--- config.mk ---
export PLATFORM = sky130hd
export DESIGN_NAME = riscv_ex_stage
export DESIGN_NICKNAME = d
export VERILOG_FILES = /design/src/rtl/riscv_pkg.sv /design/src/rtl/riscv_branch_unit.sv /design/src/rtl/riscv_ex_stage.sv
export SDC_FILE = /design/constraint.sdc
export NUM_CORES = 1
export LEC_CHECK = 0
export ABC_AREA = 0
export CAP_MARGIN = 30
export CELL_PAD_IN_SITES_DETAIL_PLACEMENT = 0
export CELL_PAD_IN_SITES_GLOBAL_PLACEMENT = 1
export CORE_MARGIN = 4
export CORE_UTILIZATION = 33
export DETAILED_ROUTE_END_ITERATION = 7
export GPL_TIMING_DRIVEN = 0
export PLACE_DENSITY_LB_ADDON = 0.1
export SLEW_MARGIN = 10
export SYNTH_ARGS = -nofsm -noshare
export SYNTH_HDL_FRONTEND = slang
export SYNTH_SLANG_ARGS = --single-unit
--- constraint.sdc ---
create_clock -name clk -period 3.8 [get_ports clk]
set_input_delay 0.76 -clock clk [delete_from_list [all_inputs] [get_ports clk]]
set_output_delay 0.76 -clock clk [all_outputs]
set_load 0.05 [all_outputs]
--- src/rtl/riscv_pkg.sv ---
// Shared RV32I definitions: instruction classes, branch func3 codes, ALU control
// encodings and the EX/MEM pipeline register layout.
package riscv_pkg;

    localparam logic [3:0] OP_R      = 4'd0;
    localparam logic [3:0] OP_I      = 4'd1;
    localparam logic [3:0] OP_LOAD   = 4'd2;
    localparam logic [3:0] OP_STORE  = 4'd3;
    localparam logic [3:0] OP_BRANCH = 4'd4;
    localparam logic [3:0] OP_JAL    = 4'd5;
    localparam logic [3:0] OP_JALR   = 4'd6;
    localparam logic [3:0] OP_LUI    = 4'd7;
    localparam logic [3:0] OP_AUIPC  = 4'd8;

    localparam logic [2:0] F3_BEQ  = 3'b000;
    localparam logic [2:0] F3_BNE  = 3'b001;
    localparam logic [2:0] F3_BLT  = 3'b100;
    localparam logic [2:0] F3_BGE  = 3'b101;
    localparam logic [2:0] F3_BLTU = 3'b110;
    localparam logic [2:0] F3_BGEU = 3'b111;
    localparam logic [2:0] F3_SR   = 3'b101;

    // ALU control is {func7b5, func3}
    localparam logic [3:0] ALU_ADD  = 4'b0000;
    localparam logic [3:0] ALU_SUB  = 4'b1000;
    localparam logic [3:0] ALU_SLL  = 4'b0001;
    localparam logic [3:0] ALU_SLT  = 4'b0010;
    localparam logic [3:0] ALU_SLTU = 4'b0011;
    localparam logic [3:0] ALU_XOR  = 4'b0100;
    localparam logic [3:0] ALU_SRL  = 4'b0101;
    localparam logic [3:0] ALU_SRA  = 4'b1101;
    localparam logic [3:0] ALU_OR   = 4'b0110;
    localparam logic [3:0] ALU_AND  = 4'b0111;

    typedef struct packed {
        logic [31:0] result;
        logic [31:0] store_data;
        logic [4:0]  rd;
        logic [3:0]  opclass;
        logic [2:0]  func3;
        logic        misalign;
    } exmem_t;

    function automatic logic [3:0] branch_alu_ctl(input logic [2:0] f3);
        logic [3:0] ctl;
        case (f3)
            F3_BEQ, F3_BNE:   ctl = ALU_SUB;
            F3_BLT, F3_BGE:   ctl = ALU_SLT;
            F3_BLTU, F3_BGEU: ctl = ALU_SLTU;
            default:          ctl = ALU_ADD;
        endcase
        return ctl;
    endfunction

endpackage

--- src/rtl/riscv_branch_unit.sv ---
// Branch/jump resolution: taken decision from the shared ALU flags plus a private
// target adder, and misalignment of the taken target.
module riscv_branch_unit
    import riscv_pkg::*;
#(
    parameter int XLEN = 32
) (
    input  logic [3:0]      opclass,
    input  logic [2:0]      func3,
    input  logic [XLEN-1:0] pc,
    input  logic [XLEN-1:0] rs1,
    input  logic [XLEN-1:0] imm,
    input  logic            alu_lsb,
    input  logic            alu_zero,
    output logic            taken,
    output logic [XLEN-1:0] target,
    output logic            misalign
);

    logic            cond_s;
    logic [XLEN-1:0] base_s;
    logic [XLEN-1:0] sum_s;

    // branch condition from SUB zero flag or SLT/SLTU result bit
    always_comb begin
        cond_s = 1'b0;
        case (func3)
            F3_BEQ:           cond_s = alu_zero;
            F3_BNE:           cond_s = ~alu_zero;
            F3_BLT, F3_BLTU:  cond_s = alu_lsb;
            F3_BGE, F3_BGEU:  cond_s = ~alu_lsb;
            default:          cond_s = 1'b0;
        endcase
    end

    // target adder; JALR clears bit 0 of rs1+imm
    always_comb begin
        if (opclass == OP_JALR) begin
            base_s = rs1;
        end else begin
            base_s = pc;
        end
        sum_s = base_s + imm;
        if (opclass == OP_JALR) begin
            target = {sum_s[XLEN-1:1], 1'b0};
        end else begin
            target = sum_s;
        end
    end

    // taken decision per instruction class
    always_comb begin
        taken = 1'b0;
        case (opclass)
            OP_BRANCH:      taken = cond_s;
            OP_JAL, OP_JALR: taken = 1'b1;
            default:        taken = 1'b0;
        endcase
        misalign = taken & target[1];
    end

endmodule

--- src/rtl/riscv_ex_stage.sv ---
// RV32I execute stage: drives the external ALU, resolves control flow and holds the
// EX/MEM pipeline register behind a valid/ready handshake.
module riscv_ex_stage
    import riscv_pkg::*;
#(
    parameter int XLEN = 32
) (
    input  logic            clk,
    input  logic            reset_n,
    input  logic            in_valid,
    output logic            in_ready,
    input  logic [3:0]      in_opclass,
    input  logic [2:0]      in_func3,
    input  logic            in_func7b5,
    input  logic [XLEN-1:0] in_pc,
    input  logic [XLEN-1:0] in_rs1,
    input  logic [XLEN-1:0] in_rs2,
    input  logic [XLEN-1:0] in_imm,
    input  logic [4:0]      in_rd,
    output logic [XLEN-1:0] alu_a,
    output logic [XLEN-1:0] alu_b,
    output logic [2:0]      alu_func3,
    output logic            alu_func7,
    input  logic [XLEN-1:0] alu_out,
    input  logic            alu_zero,
    output logic            out_valid,
    input  logic            out_ready,
    output logic [XLEN-1:0] out_result,
    output logic [XLEN-1:0] out_store_data,
    output logic [4:0]      out_rd,
    output logic [3:0]      out_opclass,
    output logic [2:0]      out_func3,
    output logic            out_misalign,
    output logic            redirect_valid,
    output logic [XLEN-1:0] redirect_pc
);

    logic            xfer_s;
    logic            taken_s;
    logic            misalign_s;
    logic [XLEN-1:0] target_s;
    logic [XLEN-1:0] link_s;
    logic [XLEN-1:0] result_s;
    logic [4:0]      rd_s;

    // the slot after a redirect is wrong-path and must be refused
    assign in_ready = (~out_valid | out_ready) & ~redirect_valid;
    assign xfer_s   = in_valid & in_ready;
    assign link_s   = in_pc + {{(XLEN-3){1'b0}}, 3'd4};

    // operand and ALU control selection per instruction class
    always_comb begin
        alu_a     = in_rs1;
        alu_b     = in_imm;
        alu_func3 = 3'b000;
        alu_func7 = 1'b0;
        rd_s      = in_rd;
        case (in_opclass)
            OP_R: begin
                alu_b     = in_rs2;
                alu_func3 = in_func3;
                alu_func7 = in_func7b5;
            end
            OP_I: begin
                alu_func3 = in_func3;
                if (in_func3 == F3_SR) begin
                    alu_func7 = in_func7b5;
                end else begin
                    alu_func7 = 1'b0;
                end
            end
            OP_LOAD, OP_JALR: begin
                alu_a = in_rs1;
            end
            OP_STORE: begin
                rd_s = 5'd0;
            end
            OP_AUIPC, OP_JAL: begin
                alu_a = in_pc;
            end
            OP_LUI: begin
                alu_a = {XLEN{1'b0}};
            end
            OP_BRANCH: begin
                alu_b                  = in_rs2;
                {alu_func7, alu_func3} = branch_alu_ctl(in_func3);
                rd_s                   = 5'd0;
            end
            default: begin
                rd_s = 5'd0;
            end
        endcase
    end

    // jumps write back the link address instead of the ALU sum
    always_comb begin
        if ((in_opclass == OP_JAL) || (in_opclass == OP_JALR)) begin
            result_s = link_s;
        end else begin
            result_s = alu_out;
        end
    end

    riscv_branch_unit #(.XLEN(XLEN)) u_branch (
        .opclass  (in_opclass),
        .func3    (in_func3),
        .pc       (in_pc),
        .rs1      (in_rs1),
        .imm      (in_imm),
        .alu_lsb  (alu_out[0]),
        .alu_zero (alu_zero),
        .taken    (taken_s),
        .target   (target_s),
        .misalign (misalign_s)
    );

    // EX/MEM register: load on transfer, drain on out_ready, otherwise hold
    always_ff @(posedge clk or negedge reset_n) begin
        if (!reset_n) begin
            out_valid      <= 1'b0;
            out_result     <= {XLEN{1'b0}};
            out_store_data <= {XLEN{1'b0}};
            out_rd         <= 5'd0;
            out_opclass    <= 4'd0;
            out_func3      <= 3'd0;
            out_misalign   <= 1'b0;
        end else if (xfer_s) begin
            out_valid      <= 1'b1;
            out_result     <= result_s;
            out_store_data <= in_rs2;
            out_rd         <= rd_s;
            out_opclass    <= in_opclass;
            out_func3      <= in_func3;
            out_misalign   <= misalign_s;
        end else if (out_ready) begin
            out_valid      <= 1'b0;
        end else begin
            out_valid      <= out_valid;
        end
    end

    // one-cycle redirect pulse for every accepted taken branch/jump
    always_ff @(posedge clk or negedge reset_n) begin
        if (!reset_n) begin
            redirect_valid <= 1'b0;
            redirect_pc    <= {XLEN{1'b0}};
        end else begin
            redirect_valid <= xfer_s & taken_s;
            if (xfer_s & taken_s) begin
                redirect_pc <= target_s;
            end else begin
                redirect_pc <= redirect_pc;
            end
        end
    end

endmodule

==> results of run 1 <==
[layer usage]
layer,up-vias,track usage,share of wire
met5,-,0,0
met4,0,0.0591,0.016
met3,26,0.0456,0.060
met2,286,0.465,0.50
met1,4068,0.339,0.42
li1,4037,-,-
[Yosys cell counts (7+ instances only)]
master      n  share of area
xor2_1     34          0.038
nor3_1     12         0.0076
nand3_1    22          0.014
a22oi_1    19          0.018
a21o_1     11          0.010
xnor2_1    19          0.021
inv_1      12         0.0057
mux2_2     63          0.090
a21oi_1    49          0.031
nand2_1   206          0.098
o21ai_0    79          0.050
nand4_1    16          0.013
a22o_1     38          0.042
ha_1       35          0.056
o21bai_1    7         0.0067
buf_2       7         0.0044
o21a_1      8         0.0076
clkbuf_1   42          0.020
nor2_1     40          0.019
dfrtp_1   111           0.35
[cell families after synthesis]
kind of cell / count (synthesis) / share of synthesized area
and+or+nand+nor: 340 / 0.197
AOI/OAI and AO/OA: 251 / 0.207
DFF: 111 / 0.352
buffers and inverters: 67 / 0.0352
muxes: 64 / 0.0913
xor gates and xnor gates: 53 / 0.0589
adders and majority gates: 36 / 0.0581
[registers in the layout, summed over array words and instances (netlist names)]
signal          flops
out_rd              5
out_valid           1
out_opclass         4
out_store_data     32
out_func3           3
out_misalign        1
redirect_valid      1
redirect_pc        32
out_result         32
[layout make-up]
type	instances	area, sq um
fillers	2332	11100
plain buffers	49	255
clock inverters	7	101
repair buffers	363	3610
well taps	319	399
multi-input cells	744	4950
flip-flops and latches	111	2780
diodes	1	2.50
inverters	12	45.0
clock buffers	9	225
[per-stage QoR]
step	cell area (sq um)	hold slack [ns]	power (mW)
after floorplan	7930	0.464	3.44
after global placement	11900	0.457	4.63
after detailed placement	11900	0.462	4.64
after CTS	12300	0.280	5.73
after global routing	12400	0.282	5.99
final	12400	0.272	5.72
[power by group through the flow]
stage	clock (mW)	combinational (mW)	sequential, mW
finish	1.10	3.02	1.60
global route	1.17	3.18	1.64
CTS	1.12	3.01	1.60
detailed placement	0	3.02	1.62
global placement	0	3.01	1.62
floorplan	0	0.889	2.55
[repair_timing]
item	in CTS	in global routing
buffers inserted	5	4
gates resized for setup	136	19
hold buffers	0	0
setup endpoints to repair	89	14
pin swaps	3	5
[critical path, delay by kind of cell]
kind | cells | cell delay [ns]
and+or+nand+nor | 3 | 0.70
muxes | 2 | 0.61
AOI/OAI and AO/OA | 4 | 0.73
buffers and inverters | 4 | 0.81
adders and majority gates | 1 | 0.28
[how the worst min path moves through the flow]
stage                                         from                             end  slack [ns]
floorplan                                  reset_n        out_func3[0]$_DFFE_PN0P_        0.46
global placement    out_store_data[20]$_DFFE_PN0P_  out_store_data[20]$_DFFE_PN0P_        0.46
detailed placement   out_store_data[6]$_DFFE_PN0P_   out_store_data[6]$_DFFE_PN0P_        0.46
CTS                                        reset_n           out_rd[4]$_DFFE_PN0P_        0.28
global route                               reset_n           out_rd[4]$_DFFE_PN0P_        0.28
finish                                     reset_n           out_rd[4]$_DFFE_PN0P_        0.27
[layout by cell type, fill, tap and decap left out, types with 18 or more instances in the layout]
| cell | n |
|---|---|
| xor2_1 | 34 |
| clkdlybuf4s50_1 | 289 |
| a21oi_1 | 46 |
| dlygate4sd2_1 | 34 |
| nand2_1 | 206 |
| a22o_1 | 38 |
| o21ai_0 | 75 |
| a22oi_1 | 19 |
| mux2_2 | 63 |
| nand3_1 | 21 |
| nor2_1 | 40 |
| dfrtp_1 | 111 |
| clkbuf_1 | 24 |
| clkdlybuf4s15_2 | 24 |
| ha_1 | 27 |
| xnor2_1 | 18 |
==> impl_metrics.ini, run 1 <==
[synth]
syn_inst = 922
ys_seq_area_frac = 0.352
ys_async_sr_fraction = 1.00
synth_ff_type = dfrtp_1
synthDistinctLibCells = 68
yosys_warnings = 0
synth_edf_count = 0
synth_area_sq_mm = 0.00788
syn-num-nets = 1136
syn_avg_cell_area_sq_um = 8.55
ys_ff_latch = 111

[global_route]
grt_overflow = 0
grt_antenna_before_repair = 1
grt_pass1_vias = 8353
grt_pass1_wl_um = 52800
track_usage = 0.264
grt_max_degree = 78

[power_and_ir_drop]
p_leak_nw = 5.26
power_frac_clock = 0.193
powerDensity_mw_per_mm2 = 463
internal-power_mw = 3.08
sw_frac_of_total = 0.462
vdd_ir_drop_max_mv = 0.349
p_switching_mw = 2.65
combPwrFrac = 0.528
seqPwrFrac = 0.280

[setup_path]
crit_arrival_ns = 3.90
path_cells = dlygate4sd2_1 > nor3b_4 > buf_4 > clkbuf_8 > mux2_2 > ha_1 > buf_6 > o21ai_2 > nor2_1 > or3_4 > o21ai_4 > a21oi_2 > mux2_2 > a221o_1
ff2ff_setup_slack_ns = 0.99
r2r-end = redirect_pc[30]$_DFFE_PN0P_
max_stage_delay_ns = 0.40
ff2ff_path_depth = 7
crit_top_cell = mux2_2
crit_path_end = redirect_pc[31]$_DFFE_PN0P_
crit_start = in_opclass[0]
cp_slowest_cell = or3_4
crit_path_end_kind = flip-flop
cp-start-kind = input port
critPathKind = input port to flip-flop
regToRegStartpoint = redirect_valid$_DFF_PN0_
crit_path_max_fanout = 10
worstPathRequired_ns = 4.05

[worst_hold_path]
hp-class = input port to async pin

[timing]
fin_crit_ns = 3.65
slew_violations = 0
hold_viol = 0
min_period_over_period = 0.961
fin_ws_ns = 0.147
slew_headroom = 0.465
tns_ns = 0
tightest_slew_ns = 0.803
setup_viol = 0
worst_clock_skew_ns = 0.00849
fmax_ghz = 0.274

[floorplanning]
dieArea_sq_mm = 0.0264
pin_count = 358
start_util = 0.336
num_rows = 56
die_y_um = 163
coreArea_sq_mm = 0.0235
die_x_um = 163

[clocking]
numCtsBuffers = 9
worstSkewPairLatency_ns = 0.37
h-tree-depth = 3
clk_pin_slew_worst_paths_ns = 0.09
cts_root_buf = clkbuf_16
tritoncts = done
cts.path.max_buffers = 2
cts.sink_count = 111

[detailed_routing]
via_per_inst = 5.21
wl_um = 36100
drc_errors = 0
vias = 8417
post_drt_wl_per_cell_um = 22.4
detail-route-antenna-nets = 0
drt_pass1_iterations = 5
drt_iter0_drc = 539

[place]
gp_congestion = 0.936
port_buffers = 352
dpl.cell_count = 1595
dpl.hpwl_um = 29200
pre_cts_ws_ns = -1.14

[cells_and_area]
final-instance-count-excl-fill = 1615
fin_nets = 1504
syn_to_final_growth_pct = 57.0
post-route-util = 0.527
drive_gt1_frac = 0.137

[run]
cap_violations = 0

[status]
status = finished, final reports clean
Note: power is estimated with default switching activity, not from simulation.
==> inputs of run 2 (changes only) <==
--- a/config.mk
+++ b/config.mk
@@ -14,7 +14,6 @@
 export DETAILED_ROUTE_END_ITERATION = 7
 export GPL_TIMING_DRIVEN = 0
 export PLACE_DENSITY_LB_ADDON = 0.1
-export SLEW_MARGIN = 10
 export SYNTH_ARGS = -nofsm -noshare
 export SYNTH_HDL_FRONTEND = slang
 export SYNTH_SLANG_ARGS = --single-unit
==> results of run 2 <==
Final layout, timing and power as in run 1 (identical DEF).
